File: src/rtl/decode_in_capture_buffer.sv
// decode_in_capture_buffer
//  Trace/capture stage beside the LC3 decode stage. Every clock edge where
//  enable_decode & capture_en is high, the {instr_dout, npc_in} pair is queued
//  into a DEPTH-entry first-word-fall-through FIFO. Pushes that find the FIFO
//  full (with no simultaneous pop) are dropped and counted in a saturating
//  overflow counter. rd_* are registered and always present the head entry;
//  when the FIFO is empty they keep the last value they showed.
//  Optional feature macro: DECODE_IN_CAP_TSTAMP_EN adds a free-running cycle
//  counter, a per-entry timestamp and the rd_tstamp output.
module decode_in_capture_buffer #(
  parameter int INSTR_W = 16,
  parameter int NPC_W   = 16,
  parameter int DEPTH   = 8,
  parameter int OVF_W   = 8,
  parameter int TS_W    = 32
) (
  input  logic                       clk,
  input  logic                       rst,
  input  logic                       enable_decode,
  input  logic [INSTR_W-1:0]         instr_dout,
  input  logic [NPC_W-1:0]           npc_in,
  input  logic                       capture_en,
  input  logic                       flush,
  input  logic                       rd_en,
`ifdef DECODE_IN_CAP_TSTAMP_EN
  output logic [TS_W-1:0]            rd_tstamp,
`endif
  output logic                       rd_valid,
  output logic [INSTR_W-1:0]         rd_instr,
  output logic [NPC_W-1:0]           rd_npc,
  output logic [$clog2(DEPTH):0]     count,
  output logic                       full,
  output logic [OVF_W-1:0]           overflow_cnt
);

  localparam int PTR_W = $clog2(DEPTH);
  localparam int CNT_W = PTR_W + 1;
  localparam logic [CNT_W-1:0] DEPTH_C = CNT_W'(DEPTH);
  localparam logic [OVF_W-1:0] OVF_MAX = {OVF_W{1'b1}};

  // Storage and state
  logic [INSTR_W-1:0] mem_instr_q [DEPTH];
  logic [NPC_W-1:0]   mem_npc_q   [DEPTH];
  logic [PTR_W-1:0]   wr_ptr_q, wr_ptr_d;
  logic [PTR_W-1:0]   rd_ptr_q, rd_ptr_d;
  logic [CNT_W-1:0]   count_q, count_d;
  logic               rd_valid_q, rd_valid_d;
  logic               full_q, full_d;
  logic [INSTR_W-1:0] rd_instr_q, rd_instr_d;
  logic [NPC_W-1:0]   rd_npc_q, rd_npc_d;
  logic [OVF_W-1:0]   ovf_q, ovf_d;

  // Handshake qualifiers
  logic push_s;
  logic pop_s;
  logic full_now_s;
  logic wr_acc_s;
  logic drop_s;
  logic head_from_bus_s;

`ifdef DECODE_IN_CAP_TSTAMP_EN
  logic [TS_W-1:0] ts_q;
  logic [TS_W-1:0] mem_ts_q [DEPTH];
  logic [TS_W-1:0] rd_tstamp_q, rd_tstamp_d;
`endif

  // Decode the push/pop/drop conditions for this edge.
  always_comb begin
    push_s     = enable_decode & capture_en;
    pop_s      = rd_en & rd_valid_q;
    full_now_s = (count_q == DEPTH_C);
    // A full FIFO still accepts a push when a pop frees the head slot at the same edge.
    wr_acc_s   = push_s & (~full_now_s | pop_s);
    drop_s     = push_s & full_now_s & ~pop_s;
  end

  // Next-state for pointers, occupancy, head read-out and overflow counter.
  always_comb begin
    wr_ptr_d        = wr_ptr_q;
    rd_ptr_d        = rd_ptr_q;
    count_d         = count_q;
    rd_valid_d      = rd_valid_q;
    full_d          = full_q;
    rd_instr_d      = rd_instr_q;
    rd_npc_d        = rd_npc_q;
    ovf_d           = ovf_q;
    head_from_bus_s = 1'b0;
`ifdef DECODE_IN_CAP_TSTAMP_EN
    rd_tstamp_d     = rd_tstamp_q;
`endif
    if (flush) begin
      // Flush wins over push and pop; read-out registers keep their last value.
      wr_ptr_d   = {PTR_W{1'b0}};
      rd_ptr_d   = {PTR_W{1'b0}};
      count_d    = {CNT_W{1'b0}};
      rd_valid_d = 1'b0;
      full_d     = 1'b0;
    end else begin
      if (wr_acc_s) begin
        wr_ptr_d = wr_ptr_q + PTR_W'(1);
      end else begin
        wr_ptr_d = wr_ptr_q;
      end
      if (pop_s) begin
        rd_ptr_d = rd_ptr_q + PTR_W'(1);
      end else begin
        rd_ptr_d = rd_ptr_q;
      end
      case ({wr_acc_s, pop_s})
        2'b10:   count_d = count_q + CNT_W'(1);
        2'b01:   count_d = count_q - CNT_W'(1);
        default: count_d = count_q;
      endcase
      rd_valid_d = (count_d != {CNT_W{1'b0}});
      full_d     = (count_d == DEPTH_C);
      if (drop_s && (ovf_q != OVF_MAX)) begin
        ovf_d = ovf_q + OVF_W'(1);
      end else begin
        ovf_d = ovf_q;
      end
      // The new head is the word being written this edge when it lands exactly
      // at the new read pointer (empty FIFO, or last entry popped while pushing).
      head_from_bus_s = wr_acc_s & (rd_ptr_d == wr_ptr_q);
      if (count_d != {CNT_W{1'b0}}) begin
        if (head_from_bus_s) begin
          rd_instr_d = instr_dout;
          rd_npc_d   = npc_in;
`ifdef DECODE_IN_CAP_TSTAMP_EN
          rd_tstamp_d = ts_q;
`endif
        end else begin
          rd_instr_d = mem_instr_q[rd_ptr_d];
          rd_npc_d   = mem_npc_q[rd_ptr_d];
`ifdef DECODE_IN_CAP_TSTAMP_EN
          rd_tstamp_d = mem_ts_q[rd_ptr_d];
`endif
        end
      end else begin
        rd_instr_d = rd_instr_q;
        rd_npc_d   = rd_npc_q;
      end
    end
  end

  // Entry storage: written at the tail on every accepted push.
  always_ff @(posedge clk) begin
    if (wr_acc_s && !flush) begin
      mem_instr_q[wr_ptr_q] <= instr_dout;
      mem_npc_q[wr_ptr_q]   <= npc_in;
`ifdef DECODE_IN_CAP_TSTAMP_EN
      mem_ts_q[wr_ptr_q]    <= ts_q;
`endif
    end
  end

  // Control and read-out registers with asynchronous active-low reset.
  always_ff @(posedge clk or negedge rst) begin
    if (!rst) begin
      wr_ptr_q   <= {PTR_W{1'b0}};
      rd_ptr_q   <= {PTR_W{1'b0}};
      count_q    <= {CNT_W{1'b0}};
      rd_valid_q <= 1'b0;
      full_q     <= 1'b0;
      rd_instr_q <= {INSTR_W{1'b0}};
      rd_npc_q   <= {NPC_W{1'b0}};
      ovf_q      <= {OVF_W{1'b0}};
    end else begin
      wr_ptr_q   <= wr_ptr_d;
      rd_ptr_q   <= rd_ptr_d;
      count_q    <= count_d;
      rd_valid_q <= rd_valid_d;
      full_q     <= full_d;
      rd_instr_q <= rd_instr_d;
      rd_npc_q   <= rd_npc_d;
      ovf_q      <= ovf_d;
    end
  end

`ifdef DECODE_IN_CAP_TSTAMP_EN
  // Free-running cycle counter and registered head timestamp.
  always_ff @(posedge clk or negedge rst) begin
    if (!rst) begin
      ts_q        <= {TS_W{1'b0}};
      rd_tstamp_q <= {TS_W{1'b0}};
    end else begin
      ts_q        <= ts_q + TS_W'(1);
      rd_tstamp_q <= rd_tstamp_d;
    end
  end

  assign rd_tstamp = rd_tstamp_q;
`endif

  assign rd_valid     = rd_valid_q;
  assign rd_instr     = rd_instr_q;
  assign rd_npc       = rd_npc_q;
  assign count        = count_q;
  assign full         = full_q;
  assign overflow_cnt = ovf_q;

endmodule
File: config.mk
export PLATFORM = sky130hd
export DESIGN_NAME = decode_in_capture_buffer
export DESIGN_NICKNAME = d
export VERILOG_FILES = /design/src/rtl/decode_in_capture_buffer.sv
export SDC_FILE = /design/constraint.sdc
export NUM_CORES = 1
export LEC_CHECK = 0
export CAP_MARGIN = 20
export CORE_UTILIZATION = 35
export DETAILED_ROUTE_END_ITERATION = 8
export MAX_ROUTING_LAYER = met4
export PLACE_DENSITY_LB_ADDON = 0.08
export SETUP_SLACK_MARGIN = 0.2
export SLEW_MARGIN = 0
export SYNTH_ARGS = -nofsm -noshare
export SYNTH_HDL_FRONTEND = slang
export SYNTH_SLANG_ARGS = --single-unit
File: constraint.sdc
create_clock -name clk -period 4.05 [get_ports clk]
set_clock_uncertainty 0.1 [all_clocks]
set_input_delay 0.6075 -clock clk [delete_from_list [all_inputs] [get_ports clk]]
set_output_delay 0.6075 -clock clk [all_outputs]
set_load 0.01 [all_outputs]
==> results of run 1 <==
-- how the worst min path moves through the flow --
stage,startpoint,endpoint,slack (ns),cells past startpoint
floorplan,rst,count[0]$_DFF_PN0_,0.21,0
global placement,overflow_cnt[7]$_DFFE_PN0P_,overflow_cnt[7]$_DFFE_PN0P_,0.38,1
detailed placement,overflow_cnt[6]$_DFFE_PN0P_,overflow_cnt[6]$_DFFE_PN0P_,0.40,1
CTS,rst,count[1]$_DFF_PN0_,0.08,1
global route,rst,count[0]$_DFF_PN0_,0.12,1
finish,rst,count[1]$_DFF_PN0_,0.08,1
-- area by class of cell --
| type | instances | area share (%) |
|---|---|---|
| Multi-Input combinational cell | 266 | 21.1 |
| Inverter | 31 | 0.758 |
| Tap cell | 455 | 3.71 |
| Sequential cell | 308 | 58.6 |
| Timing Repair Buffer | 115 | 8.25 |
| Clock inverter | 8 | 0.742 |
| Clock buffer | 55 | 6.87 |
-- worst register-to-register path: cells and delay by family, from the launching register on --
family / cells / cell delay (ns)
AO/OA/AOI/OAI: 2 / 0.45
XOR/XNOR: 1 / 0.10
adder cells (fa/ha/maj): 1 / 0.23
buffers and inverters: 1 / 0.39
flip-flops: 1 / 0.40
multiplexers: 1 / 0.26
AND/OR/NAND/NOR: 4 / 1.05
-- cells in the mapped netlist (2+ instances only) --
cell type	instances	area, µm²
sky130_fd_sc_hd__and2_1	3	18.8
sky130_fd_sc_hd__xor2_1	8	70.1
sky130_fd_sc_hd__dfrtp_1	52	1300
sky130_fd_sc_hd__mux4_2	61	1370
sky130_fd_sc_hd__edfxtp_1	256	7690
sky130_fd_sc_hd__inv_1	31	116
sky130_fd_sc_hd__nand2b_1	4	25.0
sky130_fd_sc_hd__xnor2_1	9	78.8
sky130_fd_sc_hd__o21ai_0	2	10.0
sky130_fd_sc_hd__nand3_1	7	35.0
sky130_fd_sc_hd__mux2_2	36	405
sky130_fd_sc_hd__and3_1	2	12.5
sky130_fd_sc_hd__a22oi_1	2	15.0
sky130_fd_sc_hd__nand4_1	4	25.0
sky130_fd_sc_hd__buf_4	5	37.5
sky130_fd_sc_hd__nand2_1	10	37.5
sky130_fd_sc_hd__mux2i_1	64	641
sky130_fd_sc_hd__ha_1	4	50.1
sky130_fd_sc_hd__buf_2	10	50.1
sky130_fd_sc_hd__nor2_1	24	90.1
sky130_fd_sc_hd__clkbuf_1	9	33.8
sky130_fd_sc_hd__a21oi_1	2	10.0
sky130_fd_sc_hd__nor3_1	5	25.0
-- per-layer routing --
metal  up-vias  GRT usage [%]  part of all wire (%)
li1       2749              -                     -
met1      3264           22.2                    46
met2       132           25.5                    48
met3        45           2.21                   3.5
met4         0           4.65                   2.2
met5         -              -                     0
-- sequential cells by signal (all words and copies together) (netlist names) --
name          flops
full              1
mem_instr_q     128
rd_valid          1
mem_npc_q       128
overflow_cnt      8
count             4
rd_ptr_q          3
wr_ptr_q          3
rd_instr         16
rd_npc           16
-- kinds of logic (layout without fill, tap and decap cells) --
| family | Yosys count | in the layout |
|---|---|---|
| muxes | 163 | 163 |
| and+or+nand+nor | 66 | 66 |
| AOI/OAI and AO/OA | 14 | 14 |
| xor gates and xnor gates | 19 | 19 |
| DFF | 308 | 308 |
| buffers and inverters | 57 | 209 |
| adders and majority gates | 4 | 4 |
-- power groups by stage --
stage	Clock, mW	Combinational [mW]	Sequential (mW)
3_5_place_dp	0	2.02	3.87
4_1_cts	3.27	2.03	3.81
3_3_place_gp	0	2.00	3.87
6_report	3.18	1.98	3.81
2_1_floorplan	0	1.13	3.93
5_1_grt	3.39	2.16	3.84
-- metrics by stage --
step	setup slack (ns)	hold WS (ns)	power (mW)	cell area, µm²
2_1_floorplan	0.785	0.212	5.05	12400
3_3_place_gp	0.350	0.382	5.87	14200
3_5_place_dp	0.239	0.401	5.89	14200
4_1_cts	0.782	0.0776	9.11	15300
5_1_grt	0.628	0.116	9.38	15300
6_report	0.751	0.0795	8.96	15300
==> PnR_summary.wiki, run 1 <==
{| class="wikitable"
! Metric !! Value
|-
| Aggregate global routing overflow || 0
|-
| Parity-gate share of the synthesized area counting xor and xnor cells || 1.55%
|-
| Fraction of final layout cells with drive strength greater than 1 || 25.0%
|-
| Tcrit/Tclk final || 81.5%
|-
| Time the worst path needs with I/O delays and setup || about 3.3 ns
|-
| Number of sinks on the clock net || 308
|-
| Number of diodes added for antenna fixing || 0
|-
| Routability cong. || 0.781
|-
| Pint || 6.74 mW
|-
| Final Net Count || 799
|-
| Worst Path Buf+Inv || 2
|-
| Synthesized area per cell || 19.6 µm²
|-
| Worst setup EP type || register
|-
| Startpoint of the worst register-to-register path || rd_valid$_DFF_PN0_
|-
| Final HPWL from detailed placement || 16200 µm
|-
| Max FO, Critical Path || 17
|-
| Total number of vias || ~6200
|-
| Count of hold-fix buffers inserted at cts || 0
|-
| Wire length of the first global-routing pass || 42200 µm
|-
| Skew-Pair Late Insertion Delay || approximately 0.51 ns
|-
| Net Sw Power || 2.22 mW
|-
| Cells traversed along the worst timing path || clkdlybuf4s50_1 -> and2_1 -> nor2_1 -> xor2_1 -> ha_1 -> or4_1 -> a21oi_1 -> nor3_2 -> a21oi_4 -> buf_4 -> mux2i_1
|-
| Yosys reg bits || 308
|-
| Core occupancy in the finished layout || 44.2%
|-
| Detailed Routing Iterations Pass 1 || 4
|-
| Slack of the worst reg-to-reg path || 0.99 ns
|-
| Result of the run || finished, final reports clean
|-
| Placeable core region || 34700 µm²
|-
| Fraction of the mapped netlist area in simple logic gates || roughly 2.7%
|-
| Type of the most critical hold path || in2async
|-
| Post-route antenna net violation count || 0
|-
| Sequential Area || approximately 9000 µm²
|-
| Most common cell after layout, fill and taps aside || sky130_fd_sc_hd__edfxtp_1
|-
| Non-Filler Instances || between 1000 and 1500
|-
| Arrival time reported for the critical path endpoint || 3.62 ns
|-
| Global-route total usage across every layer || 16.3%
|-
| Warnings, synthesis || 0
|-
| I/O pin count || 84
|-
| Placed Instances || 1175
|-
| Origin of the worst setup path || capture_en
|-
| CTS Buffer Depth || 3
|-
| Final Routed Wirelength || roughly 27000 µm
|-
| Share of power burned in the clock network || roughly 35%
|-
| Prevailing post-synth register cell || sky130_fd_sc_hd__edfxtp_1
|-
| Critical-path top delay cell || sky130_fd_sc_hd__or4_1
|-
| Via count normalized by instance count || 5.00
|-
| Total of cells resized after clock tree synthesis || 0
|-
| Final number of max-transition violations || 0
|-
| Number of failing hold endpoints at the final stage || 0
|-
| Total CTS buffers || 35
|-
| Data required time of the worst path || between 4 and 5 ns
|-
| Pin count of the biggest net entering global routing || 31
|-
| Depth of the worst register-to-register path || 10
|-
| FILL cells || about 3000
|-
| Routed length per instance || 22.0 µm
|-
| Adder-cell area share of the yosys netlist || 0.404%
|-
| Sw Share || between 20% and 30%
|-
| Max Freq || 0.303 GHz
|-
| Main combinational cell family by area after synthesis || multiplexers
|-
| Height of the die || 190 µm
|-
| Area of the multi-input gates || 3240 µm²
|-
| Total power per unit cell area || 584 nW/µm²
|-
| Critical path launch point type || primary input
|-
| Vias in the first global route || about 6600
|-
| Post-synthesis compound-gate area fraction || less than 1%
|-
| Clock slew seen by the registers of the worst setup and hold paths || 0.06 ns
|-
| Sequential area share after synthesis || 72.5%
|-
| Worst vdd ir || 0.284 mV
|-
| Post-synth cell types || 44
|-
| RSZ-0062 raised after global routing || no
|-
| Max_cap viols || 0
|-
| Sequential Power Share || 42.5%
|-
| Number of antenna violations at the first check in global routing || 0
|-
| Critical path type || in2reg
|-
| Maximum cell stage delay along the critical path || approximately 0.53 ns
|-
| Last element of the critical path || rd_npc[15]$_DFFE_PN0P_
|-
| Clock Tree Root || sky130_fd_sc_hd__clkbuf_16
|-
| Number of synthesized flops with an enable pin || between 200 and 300
|-
| Area growth from synthesis to layout || 23.8%
|-
| Area enclosed by the die boundary || 36200 µm²
|-
| TritonCTS clock tree || yes
|-
| Logic depth of the worst setup path including buffers || 11
|-
| Fraction of synthesized area in multiplexers || 19.9%
|-
| Effective utilization at floorplan || 35.7%
|-
| H-tree depth || 2
|-
| Critical path's top delay family || simple AND/OR/NAND/NOR gates
|-
| Final Setup Violations || 0
|-
| Gate count of the mapped netlist || approximately 630
|-
| Count of buffers from port buffering || a little over 80
|-
| Std cell rows || 68
|-
| Leak || about 5.5 nW
|-
| Commonest cells after routing, fill and taps aside || 256 x sky130_fd_sc_hd__edfxtp_1, 82 x sky130_fd_sc_hd__clkdlybuf4s50_1, 64 x sky130_fd_sc_hd__mux2i_1
|-
| Post-synthesis instance area || roughly 12000 µm²
|-
| Final-layout setup total negative slack || 0 ns
|-
| Total DRC errors in the routed layout || 0
|-
| Terminus of the critical flop-to-flop path || rd_npc[15]$_DFFE_PN0P_
|-
| Iteration-0 DRC Markers || between 300 and 400
|-
| Pin slew with the least headroom to its limit || 0.780 ns
|-
| Share of flip-flops with an asynchronous set or reset after synthesis || 16.9%
|-
| Number of setup buffers added after CTS || 0
|-
| Gate power share || 22.1%
|-
| Die extent in x || ~190 µm
|-
| Syn_nets || 673
|-
| Max-Slew Margin vs Limit || 47.8%
|}
Power figures use the tool's default switching activity.
==> run 2: changes to the inputs <==
clock period = 3.4 ns   (was 4.05 ns; I/O delays follow)
==> run 2 against run 1 <==
Compared with the run above:
- sequential cell count unchanged
- design area up 0.60%
- cell count rose by 0.73%
- clock power up 18%
- critical path type unchanged
- die area unchanged
- routed wire length is essentially flat
- register-to-register slack got worse by 0.49 ns
- power up 19%
- worst setup slack got worse by 0.35 ns
- combinational power increased by 19%
==> PnR_summary.wiki, run 2 (synthesized netlist as in run 1, its figures left out) <==
{| class="wikitable"
! Metric !! Value
|-
| Skew-Pair Late Insertion Delay || 0.52 ns (was 0.51 ns)
|-
| Area growth from synthesis to layout || 24.5% (was 23.8%)
|-
| Total of cells resized after clock tree synthesis || 0 (unchanged)
|-
| Startpoint of the worst register-to-register path || rd_valid$_DFF_PN0_ (unchanged)
|-
| Number of setup buffers added after CTS || 0 (unchanged)
|-
| Clock slew seen by the registers of the worst setup and hold paths || 0.06 ns (about the same)
|-
| Final HPWL from detailed placement || 15700 µm (was 16200 µm)
|-
| Total number of vias || 6225 (was 6190)
|-
| Routed length per instance || 21.8 µm (was 22.0 µm)
|-
| Max_cap viols || 0 (unchanged)
|-
| Fraction of final layout cells with drive strength greater than 1 || 25.9% (was 25.0%)
|-
| Origin of the worst setup path || enable_decode (was capture_en)
|-
| Worst vdd ir || 0.365 mV (was 0.284 mV)
|-
| Global-route total usage across every layer || 16.1% (was 16.3%)
|-
| Effective utilization at floorplan || 35.7% (unchanged)
|-
| Clock Tree Root || sky130_fd_sc_hd__clkbuf_16 (unchanged)
|-
| Number of failing hold endpoints at the final stage || 0 (unchanged)
|-
| Post-route antenna net violation count || 0 (unchanged)
|-
| Pin count of the biggest net entering global routing || 35 (was 31)
|-
| Sequential Power Share || 42.6% (was 42.5%)
|-
| Vias in the first global route || 6797 (was 6595)
|-
| Total power per unit cell area || 691 nW/µm² (was 584 nW/µm²)
|-
| Net Sw Power || 2.65 mW (was 2.22 mW)
|-
| Core occupancy in the finished layout || 44.5% (was 44.2%)
|-
| Gate power share || 22.2% (was 22.1%)
|-
| Number of diodes added for antenna fixing || 0 (unchanged)
|-
| Die extent in x || 190 µm (unchanged)
|-
| Max Freq || 0.334 GHz
|-
| Pint || 8.01 mW (was 6.74 mW)
|-
| Total DRC errors in the routed layout || 0 (unchanged)
|-
| Max FO, Critical Path || 13 (was 17)
|-
| Number of antenna violations at the first check in global routing || 0 (unchanged)
|-
| H-tree depth || 2 (unchanged)
|-
| Leak || 5.49 nW (was 5.45 nW)
|-
| Registers with the most flip-flops || mem_instr_q: 128 flops, mem_npc_q: 128 flops (unchanged)
|-
| Pin slew with the least headroom to its limit || 0.919 ns (was 0.780 ns)
|-
| Placeable core region || 34700 µm² (unchanged)
|-
| Max-Slew Margin vs Limit || 38.7% (was 47.8%)
|-
| Worst setup EP type || register (unchanged)
|-
| Wire length of the first global-routing pass || 41800 µm (was 42200 µm)
|-
| Worst hold slack || 0.0343 ns (was 0.0795 ns)
|-
| Std cell rows || 68 (unchanged)
|-
| Arrival time reported for the critical path endpoint || 3.32 ns (was 3.62 ns)
|-
| Critical path launch point type || primary input (unchanged)
|-
| Area enclosed by the die boundary || 36200 µm² (unchanged)
|-
| Time the worst path needs with I/O delays and setup || 3.00 ns
|-
| TritonCTS clock tree || yes (unchanged)
|-
| Aggregate global routing overflow || 0 (unchanged)
|-
| Iteration-0 DRC Markers || 318 (was 374)
|-
| Number of sinks on the clock net || 308 (unchanged)
|-
| Height of the die || 190 µm (unchanged)
|-
| Pwr Total || 10.7 mW (was 8.96 mW)
|-
| Total CTS buffers || 35 (unchanged)
|-
| RSZ-0062 raised after global routing || no (unchanged)
|-
| Data required time of the worst path || 3.72 ns (was 4.37 ns)
|-
| Type of the most critical hold path || in2async (unchanged)
|-
| I/O pin count || 84 (unchanged)
|-
| Final number of max-transition violations || 0 (unchanged)
|-
| Final Net Count || 807 (was 799)
|-
| Share of power burned in the clock network || 35.3% (was 35.4%)
|-
| Tcrit/Tclk final || 88.1%
|-
| Sw Share || 24.9% (was 24.8%)
|-
| Via count normalized by instance count || 4.99 (was 5.00)
|-
| Commonest cells after routing, fill and taps aside || 256 x sky130_fd_sc_hd__edfxtp_1, 82 x sky130_fd_sc_hd__clkdlybuf4s50_1, 64 x sky130_fd_sc_hd__mux2i_1 (unchanged)
|-
| Most common cell after layout, fill and taps aside || sky130_fd_sc_hd__edfxtp_1 (unchanged)
|-
| Routability cong. || 0.782 (was 0.781)
|-
| Detailed Routing Iterations Pass 1 || 4 (unchanged)
|-
| Final Routed Wirelength || 27200 µm (about the same)
|-
| Count of buffers from port buffering || 83 (unchanged)
|-
| Count of hold-fix buffers inserted at cts || 0 (unchanged)
|-
| Result of the run || finished, final reports clean (unchanged)
|-
| Final Setup Violations || 0 (unchanged)
|-
| CTS Buffer Depth || 3 (unchanged)
|-
| Critical path type || in2reg (unchanged)
|}
run 2: cell count changes in the layout (fill, tap and decap cells not counted), sizes merged:
cell	before	now
buf	33	41
inv	31	34
clkbuf	55	54
clkinv	5	4
run 2: per-stage QoR:
stage                     std cells  setup slack, ns  area (µm²)  TNS (ns)
after global placement         1183          -0.0175       14300    -0.202
after CTS                      1247            0.393       15400         0
final                          1247            0.404       15400         0
after detailed placement       1183           -0.125       14300     -1.39
after floorplan                 631            0.232       12400         0
after global routing           1247            0.277       15400         0
run 2: power groups by stage:
stage	Combinational (mW)	Clock (mW)	Sequential, mW
final	2.36	3.76	4.54
after global routing	2.58	4.00	4.57
after CTS	2.43	3.87	4.55
after detailed placement	2.41	0	4.62
after global placement	2.39	0	4.61
after floorplan	1.35	0	4.68
run 2: layout make-up:
| type | instances | area, µm² |
|---|---|---|
| clock buffers | 54 | 1030 |
| clock inverters | 10 | 134 |
| fillers | 3027 | 19300 |
| inverters | 31 | 116 |
| multi-input cells | 266 | 3240 |
| flip-flops and latches | 308 | 8990 |
| well taps | 455 | 569 |
| repair buffers | 123 | 1360 |
run 2: layer usage:
| layer | vias up | part of all wire (%) | wire [µm] | global-route usage (%) |
|---|---|---|---|---|
| li1 | 2771 | - | - | - |
| met1 | 3300 | 47 | 12800 | 22.1 |
| met2 | 116 | 48 | 13000 | 25.2 |
| met3 | 38 | 3.2 | 871 | 2.48 |
| met4 | 0 | 1.8 | 487 | 4.09 |
| met5 | - | 0 | 0 | - |
run 2: path summary, 6_finish.rpt:
path | end | slack (ns) | cells after the start
worst min register to register | rd_npc[2]$_DFFE_PN0P_ | 0.41 | 1
worst max register to register | rd_npc[13]$_DFFE_PN0P_ | 0.50 | 10
worst max-delay path | rd_npc[13]$_DFFE_PN0P_ | 0.40 | 11
max in group asynchronous | rd_npc[13]$_DFFE_PN0P_ | 2.34 | 2
min in group clk | rd_npc[2]$_DFFE_PN0P_ | 0.41 | 1
worst min-delay path | rd_instr[7]$_DFFE_PN0P_ | 0.03 | 1
run 2: critical path, cell delays in order:
cell	delay, ns
sky130_fd_sc_hd__clkdlybuf4s50_1	0.42
sky130_fd_sc_hd__and2_1	0.18
sky130_fd_sc_hd__nor2_1	0.16
sky130_fd_sc_hd__xor2_1	0.10
sky130_fd_sc_hd__ha_1	0.22
sky130_fd_sc_hd__or4_1	0.54
sky130_fd_sc_hd__a21oi_1	0.23
sky130_fd_sc_hd__nor3_2	0.11
sky130_fd_sc_hd__a21oi_4	0.26
sky130_fd_sc_hd__buf_4	0.34
sky130_fd_sc_hd__mux2i_1	0.23
